<file path="src/rtl/ddc_plan_pkg.sv">
// Shared constants and types for the DDC channel-plan scheduler.
package ddc_plan_pkg;

    localparam int unsigned N_PLAN = 128;
    localparam int unsigned K_W    = 14;
    localparam int unsigned IDX_W  = 7;
    localparam int unsigned LEN_W  = 8;

    typedef logic [LEN_W-1:0] plan_len_t;
    typedef logic [K_W-1:0]   plan_k_t;
    typedef logic [IDX_W-1:0] plan_idx_t;

    // Scheduler state encoding: IDLE until the first swap, RUN afterwards.
    typedef logic [0:0] plan_state_t;
    localparam plan_state_t ST_IDLE = 1'b0;
    localparam plan_state_t ST_RUN  = 1'b1;

endpackage

</file>
<file path="src/rtl/ddc_plan_sched_if.sv">
// Configuration, stream and status signals between software/datapath and the scheduler.
interface ddc_plan_sched_if;
    import ddc_plan_pkg::*;

    logic      cfg_wr;
    plan_k_t   cfg_k;
    logic      cfg_clear;
    logic      cfg_commit;
    logic      valid_in;
    plan_k_t   k_in;

    logic      hit_valid;
    plan_idx_t hit_index;
    logic      running;
    logic      swap_pending;
    plan_len_t shadow_len;
    plan_len_t active_len;
    logic      ovf_err;
    logic      order_err;

    modport master (
        output cfg_wr, cfg_k, cfg_clear, cfg_commit, valid_in, k_in,
        input  hit_valid, hit_index, running, swap_pending,
        input  shadow_len, active_len, ovf_err, order_err
    );

    modport slave (
        input  cfg_wr, cfg_k, cfg_clear, cfg_commit, valid_in, k_in,
        output hit_valid, hit_index, running, swap_pending,
        output shadow_len, active_len, ovf_err, order_err
    );

endinterface

</file>
<file path="src/rtl/ddc_plan_bank.sv">
// One plan bank: N_PLAN x K_W storage, synchronous write, asynchronous read.
module ddc_plan_bank
    import ddc_plan_pkg::*;
(
    input  logic      clk_i,
    input  logic      we_i,
    input  plan_idx_t waddr_i,
    input  plan_k_t   wdata_i,
    input  plan_idx_t raddr_i,
    output plan_k_t   rdata_c_o
);

    plan_k_t mem_q [N_PLAN];

    always_ff @(posedge clk_i) begin
        if (we_i) begin
            mem_q[waddr_i] <= wdata_i;
        end
    end

    assign rdata_c_o = mem_q[raddr_i];

endmodule

</file>
<file path="src/rtl/ddc_plan_sched.sv">
// Double-buffered per-frame channel-plan scheduler: loads a shadow plan, swaps it in at
// a frame boundary and reports the output slot of each scheduled bin.
module ddc_plan_sched
    import ddc_plan_pkg::*;
(
    input  logic             dev_clk,
    input  logic             reset,
    ddc_plan_sched_if.slave  bus
);

    plan_state_t state_q, state_d;
    logic        sel_q, sel_d;
    plan_len_t   shadow_len_q, shadow_len_d;
    plan_len_t   active_len_q, active_len_d;
    plan_len_t   ptr_q, ptr_d;
    plan_k_t     last_k_q, last_k_d;
    logic        pending_q, pending_d;
    logic        ovf_q, ovf_d;
    logic        order_q, order_d;
    logic        hit_valid_q, hit_valid_d;
    plan_idx_t   hit_index_q, hit_index_d;
    logic        running_q, running_d;

    logic      frame_start;
    logic      swap_fire;
    logic      push_ok;
    logic      match_bank;
    plan_len_t match_len;
    plan_len_t ptr_eff;
    plan_k_t   rd_k;
    plan_k_t   rdata0, rdata1;

    assign frame_start = bus.valid_in && (bus.k_in == '0);

    // A clear in the same cycle cancels the pending commit, so it also suppresses the swap.
    assign swap_fire = pending_q && !bus.cfg_clear && ((state_q == ST_IDLE) || frame_start);

    // The frame-start sample that triggers a swap is matched against the incoming plan.
    assign match_bank = swap_fire ? ~sel_q : sel_q;
    assign match_len  = swap_fire ? shadow_len_q : active_len_q;
    assign ptr_eff    = frame_start ? '0 : ptr_q;
    assign rd_k       = match_bank ? rdata1 : rdata0;

    assign push_ok = bus.cfg_wr && !bus.cfg_clear && !pending_q
                   && (shadow_len_q < LEN_W'(N_PLAN));

    // Bank sel_q is active; the other one is the shadow receiving pushes.
    ddc_plan_bank u_bank0 (
        .clk_i     (dev_clk),
        .we_i      (push_ok && sel_q),
        .waddr_i   (shadow_len_q[IDX_W-1:0]),
        .wdata_i   (bus.cfg_k),
        .raddr_i   (ptr_eff[IDX_W-1:0]),
        .rdata_c_o (rdata0)
    );

    ddc_plan_bank u_bank1 (
        .clk_i     (dev_clk),
        .we_i      (push_ok && !sel_q),
        .waddr_i   (shadow_len_q[IDX_W-1:0]),
        .wdata_i   (bus.cfg_k),
        .raddr_i   (ptr_eff[IDX_W-1:0]),
        .rdata_c_o (rdata1)
    );

    always_comb begin
        state_d      = state_q;
        sel_d        = sel_q;
        shadow_len_d = shadow_len_q;
        active_len_d = active_len_q;
        ptr_d        = ptr_q;
        last_k_d     = last_k_q;
        pending_d    = pending_q;
        ovf_d        = ovf_q;
        order_d      = order_q;
        hit_valid_d  = 1'b0;
        hit_index_d  = hit_index_q;

        case (state_q)
            ST_IDLE: begin
                if (swap_fire) begin
                    state_d = ST_RUN;
                    ptr_d   = '0;
                end
            end
            ST_RUN: begin
                if (bus.valid_in) begin
                    ptr_d = ptr_eff;
                    if (ptr_eff < match_len) begin
                        if (bus.k_in == rd_k) begin
                            hit_valid_d = 1'b1;
                            hit_index_d = ptr_eff[IDX_W-1:0];
                            ptr_d       = ptr_eff + LEN_W'(1);
                        end else if (bus.k_in > rd_k) begin
                            ptr_d = ptr_eff + LEN_W'(1);
                        end
                    end
                end
            end
            default: state_d = ST_IDLE;
        endcase

        // Shadow-bank configuration; clear dominates push and commit.
        if (bus.cfg_clear) begin
            shadow_len_d = '0;
            ovf_d        = 1'b0;
            order_d      = 1'b0;
            pending_d    = 1'b0;
        end else begin
            if (bus.cfg_wr && !pending_q) begin
                if (shadow_len_q == LEN_W'(N_PLAN)) begin
                    ovf_d = 1'b1;
                end else begin
                    if ((shadow_len_q != '0) && (bus.cfg_k <= last_k_q)) begin
                        order_d = 1'b1;
                    end
                    last_k_d     = bus.cfg_k;
                    shadow_len_d = shadow_len_q + LEN_W'(1);
                end
            end
            if (bus.cfg_commit && (shadow_len_q != '0) && !order_q) begin
                pending_d = 1'b1;
            end
        end

        if (swap_fire) begin
            sel_d        = ~sel_q;
            active_len_d = shadow_len_q;
            shadow_len_d = '0;
            pending_d    = 1'b0;
        end

        running_d = (state_d == ST_RUN);
    end

    always_ff @(posedge dev_clk) begin
        if (reset) begin
            state_q      <= ST_IDLE;
            sel_q        <= 1'b0;
            shadow_len_q <= '0;
            active_len_q <= '0;
            ptr_q        <= '0;
            last_k_q     <= '0;
            pending_q    <= 1'b0;
            ovf_q        <= 1'b0;
            order_q      <= 1'b0;
            hit_valid_q  <= 1'b0;
            hit_index_q  <= '0;
            running_q    <= 1'b0;
        end else begin
            state_q      <= state_d;
            sel_q        <= sel_d;
            shadow_len_q <= shadow_len_d;
            active_len_q <= active_len_d;
            ptr_q        <= ptr_d;
            last_k_q     <= last_k_d;
            pending_q    <= pending_d;
            ovf_q        <= ovf_d;
            order_q      <= order_d;
            hit_valid_q  <= hit_valid_d;
            hit_index_q  <= hit_index_d;
            running_q    <= running_d;
        end
    end

    assign bus.hit_valid    = hit_valid_q;
    assign bus.hit_index    = hit_index_q;
    assign bus.running      = running_q;
    assign bus.swap_pending = pending_q;
    assign bus.shadow_len   = shadow_len_q;
    assign bus.active_len   = active_len_q;
    assign bus.ovf_err      = ovf_q;
    assign bus.order_err    = order_q;

endmodule

</file>
<file path="src/flat_wrapper.sv">
// flat-port wrapper written by rule: the top's interface ports become plain ports
module ddc_plan_sched_flat import ddc_plan_pkg::*;
  (dev_clk, reset, bus_cfg_wr, bus_cfg_k, bus_cfg_clear, bus_cfg_commit, bus_valid_in, bus_k_in, bus_hit_valid, bus_hit_index, bus_running, bus_swap_pending, bus_shadow_len, bus_active_len, bus_ovf_err, bus_order_err);
  ddc_plan_sched_if bus_i ();
  input  logic dev_clk;
  input  logic reset;
  input wire logic [$bits(bus_i.cfg_wr)-1:0] bus_cfg_wr;
  input wire logic [$bits(bus_i.cfg_k)-1:0] bus_cfg_k;
  input wire logic [$bits(bus_i.cfg_clear)-1:0] bus_cfg_clear;
  input wire logic [$bits(bus_i.cfg_commit)-1:0] bus_cfg_commit;
  input wire logic [$bits(bus_i.valid_in)-1:0] bus_valid_in;
  input wire logic [$bits(bus_i.k_in)-1:0] bus_k_in;
  output wire logic [$bits(bus_i.hit_valid)-1:0] bus_hit_valid;
  output wire logic [$bits(bus_i.hit_index)-1:0] bus_hit_index;
  output wire logic [$bits(bus_i.running)-1:0] bus_running;
  output wire logic [$bits(bus_i.swap_pending)-1:0] bus_swap_pending;
  output wire logic [$bits(bus_i.shadow_len)-1:0] bus_shadow_len;
  output wire logic [$bits(bus_i.active_len)-1:0] bus_active_len;
  output wire logic [$bits(bus_i.ovf_err)-1:0] bus_ovf_err;
  output wire logic [$bits(bus_i.order_err)-1:0] bus_order_err;
  assign bus_i.cfg_wr = bus_cfg_wr;
  assign bus_i.cfg_k = bus_cfg_k;
  assign bus_i.cfg_clear = bus_cfg_clear;
  assign bus_i.cfg_commit = bus_cfg_commit;
  assign bus_i.valid_in = bus_valid_in;
  assign bus_i.k_in = bus_k_in;
  assign bus_hit_valid = bus_i.hit_valid;
  assign bus_hit_index = bus_i.hit_index;
  assign bus_running = bus_i.running;
  assign bus_swap_pending = bus_i.swap_pending;
  assign bus_shadow_len = bus_i.shadow_len;
  assign bus_active_len = bus_i.active_len;
  assign bus_ovf_err = bus_i.ovf_err;
  assign bus_order_err = bus_i.order_err;
  ddc_plan_sched u_core (.dev_clk(dev_clk), .reset(reset), .bus(bus_i));
endmodule
</file>
<file path="config.mk">
export PLATFORM = sky130hd
export DESIGN_NAME = ddc_plan_sched_flat
export DESIGN_NICKNAME = d
export VERILOG_FILES = /design/src/rtl/ddc_plan_pkg.sv /design/src/rtl/ddc_plan_sched_if.sv /design/src/rtl/ddc_plan_bank.sv /design/src/rtl/ddc_plan_sched.sv /design/src/flat_wrapper.sv
export SDC_FILE = /design/constraint.sdc
export NUM_CORES = 2
export LEC_CHECK = 0
export BUFFER_PORTS_ARGS = -buffer_cell sky130_fd_sc_hd__buf_4
export CELL_PAD_IN_SITES_DETAIL_PLACEMENT = 1
export CELL_PAD_IN_SITES_GLOBAL_PLACEMENT = 1
export CORE_AREA = 2 2 591 827
export DETAILED_ROUTE_END_ITERATION = 10
export DIE_AREA = 0 0 593 829
export PLACE_DENSITY_LB_ADDON = 0.1
export SYNTH_ARGS = -nofsm -noshare
export SYNTH_HDL_FRONTEND = slang
export SYNTH_SLANG_ARGS = --single-unit
</file>
<file path="constraint.sdc">
create_clock -name dev_clk -period 6.4 [get_ports dev_clk]
set_input_delay 0.64 -clock dev_clk [delete_from_list [all_inputs] [get_ports dev_clk]]
set_output_delay 0.64 -clock dev_clk [all_outputs]
set_load 0.05 [all_outputs]
</file>
==> metrics <==
Mapped Area 145,000 µm²; GRT overflow 0; syn_area_per_cell 16.1 µm²; sequential power share 52.8%; cell count after synthesis 8,972; worst-margin pin slew 1300 ps; area of the core 485,000 µm²; outcome finished clean; initial antenna violation count 49; CP max stage cell nor4_1; CTS buffer count 383; drt via density 5.54; worst hold margin 31.0 ps; Chip Width 593 µm; clk_lat worst skew 1040 ps; RSZ-0062 raised after global routing false; Tmin final 6300 ps; final net count 10,300; Ys Warns 0; top-area cell type share of the netlist area 74.4%; vias in the first global route 96,400; met2 Resource Use GR 46.4%; area leader, netlist edfxtp_1; DR WL/cell 40.1 µm; Synth area leaders edfxtp_1 74%, mux2i_1 5.4%, mux2_2 2.0%; worst stage delay on the critical path 750 ps; buffers added on ports 61; share of cells above drive strength 1 23.7%; H-tree depth 5; commonest non-fill, non-tap cell in the layout edfxtp_1; io pins 62; syn nets 9,044; estimated wirelength of the detail-placed design 465,000 µm; Placement Cell Area 164,000 µm²; Sw Share 21.6%; Yosys reg bits 3,635; Critical Path RT 7320 ps; commonest non-fill, non-tap cells in the layout 3,584 x edfxtp_1, 1,341 x buf_4, 783 x mux2i_1; Die Y 829 µm; post-route cell area 177,000 µm²; total power 49,500 µW; max-cap violations 0; reg-to-reg slack, setup 100 ps; critical path class flop to flop; Setup crit end kind flop; largest net degree at the start of global routing 123; fin. max-slew vios 0; ys async rst share 0%; relative slew slack 13.0%; cell area power density 280 nW/µm²; LEAKAGE 0.0562 µW; CTS max path bufs 4; Final period util 98.5%; setup slack at placement -1220 ps; final setup vio count 0; worst-path cell chain o41ai_4, buf_12, inv_8, buf_12, buf_4, o221ai_1, buf_4, a31oi_1, o311ai_0, buf_4, nor4_1, buf_12, o32a_1, ha_1, nand4_1, o21ai_0, a2111oi_2, buf_4, a211oi_2, buf_12, buf_4, a32oi_1, o31ai_1; WP data arrival 7220 ps; sw power 10,700 µW; # rows 303; DRT iter0 DRCs 9,909; Final WS setup 98.3 ps; layer with the highest usage met2; die area 492,000 µm²; First-pass DRT Iterations 5; first-pass GRT wire length 905,000 µm; final WL 681,000 µm; Hold Crit Class primary input to flop; CP top delay family buffers and inverters; Worst-path clk slew 70 ps; CP most frequent cell buf_4; TritonCTS clock tree yes; clock skew 63.3 ps; number of synthesized flops with an enable pin 3,584; CP Max Fanout 19; Final Hold Fails 0; clock share of power 45.5%; VDD IR max 0.000204 V; Root Buffer clkbuf_16; overall routing resource usage 27.2%; # DRC 0; Distinct cells, synth 91; Area growth, synth to finish 22.2%; CTS sink cnt 3,635; Comb power frac 1.7%; CP bufs+invs 10; internal power 38,800 µW; Placer Congestion 0.920; met1 Resource Use GR 34.3%; Initial Util 29.8%; fmax 159 MHz; register area share after synthesis 75.1%; Vias 94,200; grt met3 use 3.29%; Worst setup SP type flop; top_reg_cell synth edfxtp_1; Routed Antenna Nets 0
## cell type report
type | instances | area [µm²]
Antenna cell | 12 | 30.0
Clock buffer | 461 | 10000
Clock inverter | 228 | 2220
Fill cell | 48600 | 308000
Inverter | 61 | 262
Multi-Input combinational cell | 4646 | 33600
Sequential cell | 3635 | 109000
Tap cell | 6405 | 8010
Timing Repair Buffer | 1545 | 14000
## power by group through the flow
stage                     Sequential, µW  Combinational [µW]  Clock (µW)
after CTS                          26100                 847       22900
after floorplan                    26700                79.3           0
after global routing               26100                 867       23700
after detailed placement           26700                 844           0
final                              26200                 843       22500
after global placement             26700                 819           0
## routing by layer
metal	part of all wire [%]	wire (µm)	up-vias
met4	5.1	34600	16
met1	40	274000	51300
li1	-	-	38600
met3	5.1	34800	929
met2	50	338000	3353
met5	0.014	95	-
## flip-flops by register name, summed over array words and instances, names as in the netlist
name	count
u_core.ptr_q	8
u_core.u_bank1.mem_q	1792
u_core.bus.ovf_err	1
u_core.bus.shadow_len	8
u_core.bus.running	1
u_core.bus.active_len	8
u_core.last_k_q	14
u_core.bus.order_err	1
u_core.bus.swap_pending	1
u_core.bus.hit_index	7
u_core.u_bank0.mem_q	1792
u_core.bus.hit_valid	1
u_core.sel_q	1
## metrics by stage
stage | utilization, % | setup TNS [ps] | std cells
detailed placement | 33.9 | -14520 | 16300
finish | 36.5 | 0 | 17000
global route | 36.5 | 0 | 17000
global placement | 33.9 | -19800 | 16300
CTS | 36.5 | 0 | 17000
floorplan | - | 0 | 8972
## cells in the mapped netlist, types with 116 or more instances
| library cell | count |
|---|---|
| a211oi_1 | 148 |
| a21oi_1 | 446 |
| a221o_1 | 116 |
| a221oi_1 | 201 |
| buf_2 | 229 |
| clkbuf_1 | 273 |
| edfxtp_1 | 3584 |
| mux2_2 | 257 |
| mux2i_1 | 783 |
| nand2_1 | 567 |
| nand3_1 | 177 |
| nor2_1 | 521 |
| o21ai_0 | 186 |
| o221ai_1 | 121 |
| o22ai_1 | 164 |
## cell families after synthesis
family	Yosys count	synth area share, %
DFF	3635	75.1
buffers and inverters	691	2.03
muxes	1085	8.12
AOI/OAI and AO/OA	1956	9.69
adders and majority gates	38	0.329
and+or+nand+nor	1559	4.72
xor gates and xnor gates	8	0.0484
## what timing repair did
item                       4_1_cts  5_1_grt
pin swaps                        0        1
hold endpoints to repair         9        0
buffers inserted                 4        0
gates resized for setup          6        7
setup endpoints to repair       15        7
hold buffers                     4        0
## final timing paths
check,from,endpoint,cells past startpoint
worst max-delay path,u_core.ptr_q[1],u_core.ptr_q[4],23
worst min register to register,u_core.last_k_q[3],u_core.last_k_q[3],2
worst min-delay path,bus_cfg_k[2],u_core.u_bank0.mem_q[73][2],1
worst max register to register,u_core.ptr_q[1],u_core.ptr_q[4],23
## worst register-to-register path, cell delays in order (launching register included)
cell and delay (ps):
dfxtp_4 640, o41ai_4 290, buf_12 210, inv_8 280, buf_12 260, buf_4 390
o221ai_1 210, buf_4 200, a31oi_1 290, o311ai_0 210, buf_4 200, nor4_1 750
buf_12 210, o32a_1 140, ha_1 240, nand4_1 180, o21ai_0 160, a2111oi_2 430
buf_4 180, a211oi_2 50, buf_12 200, buf_4 140, a32oi_1 230, o31ai_1 100
Note: power is estimated with default switching activity, not from simulation.
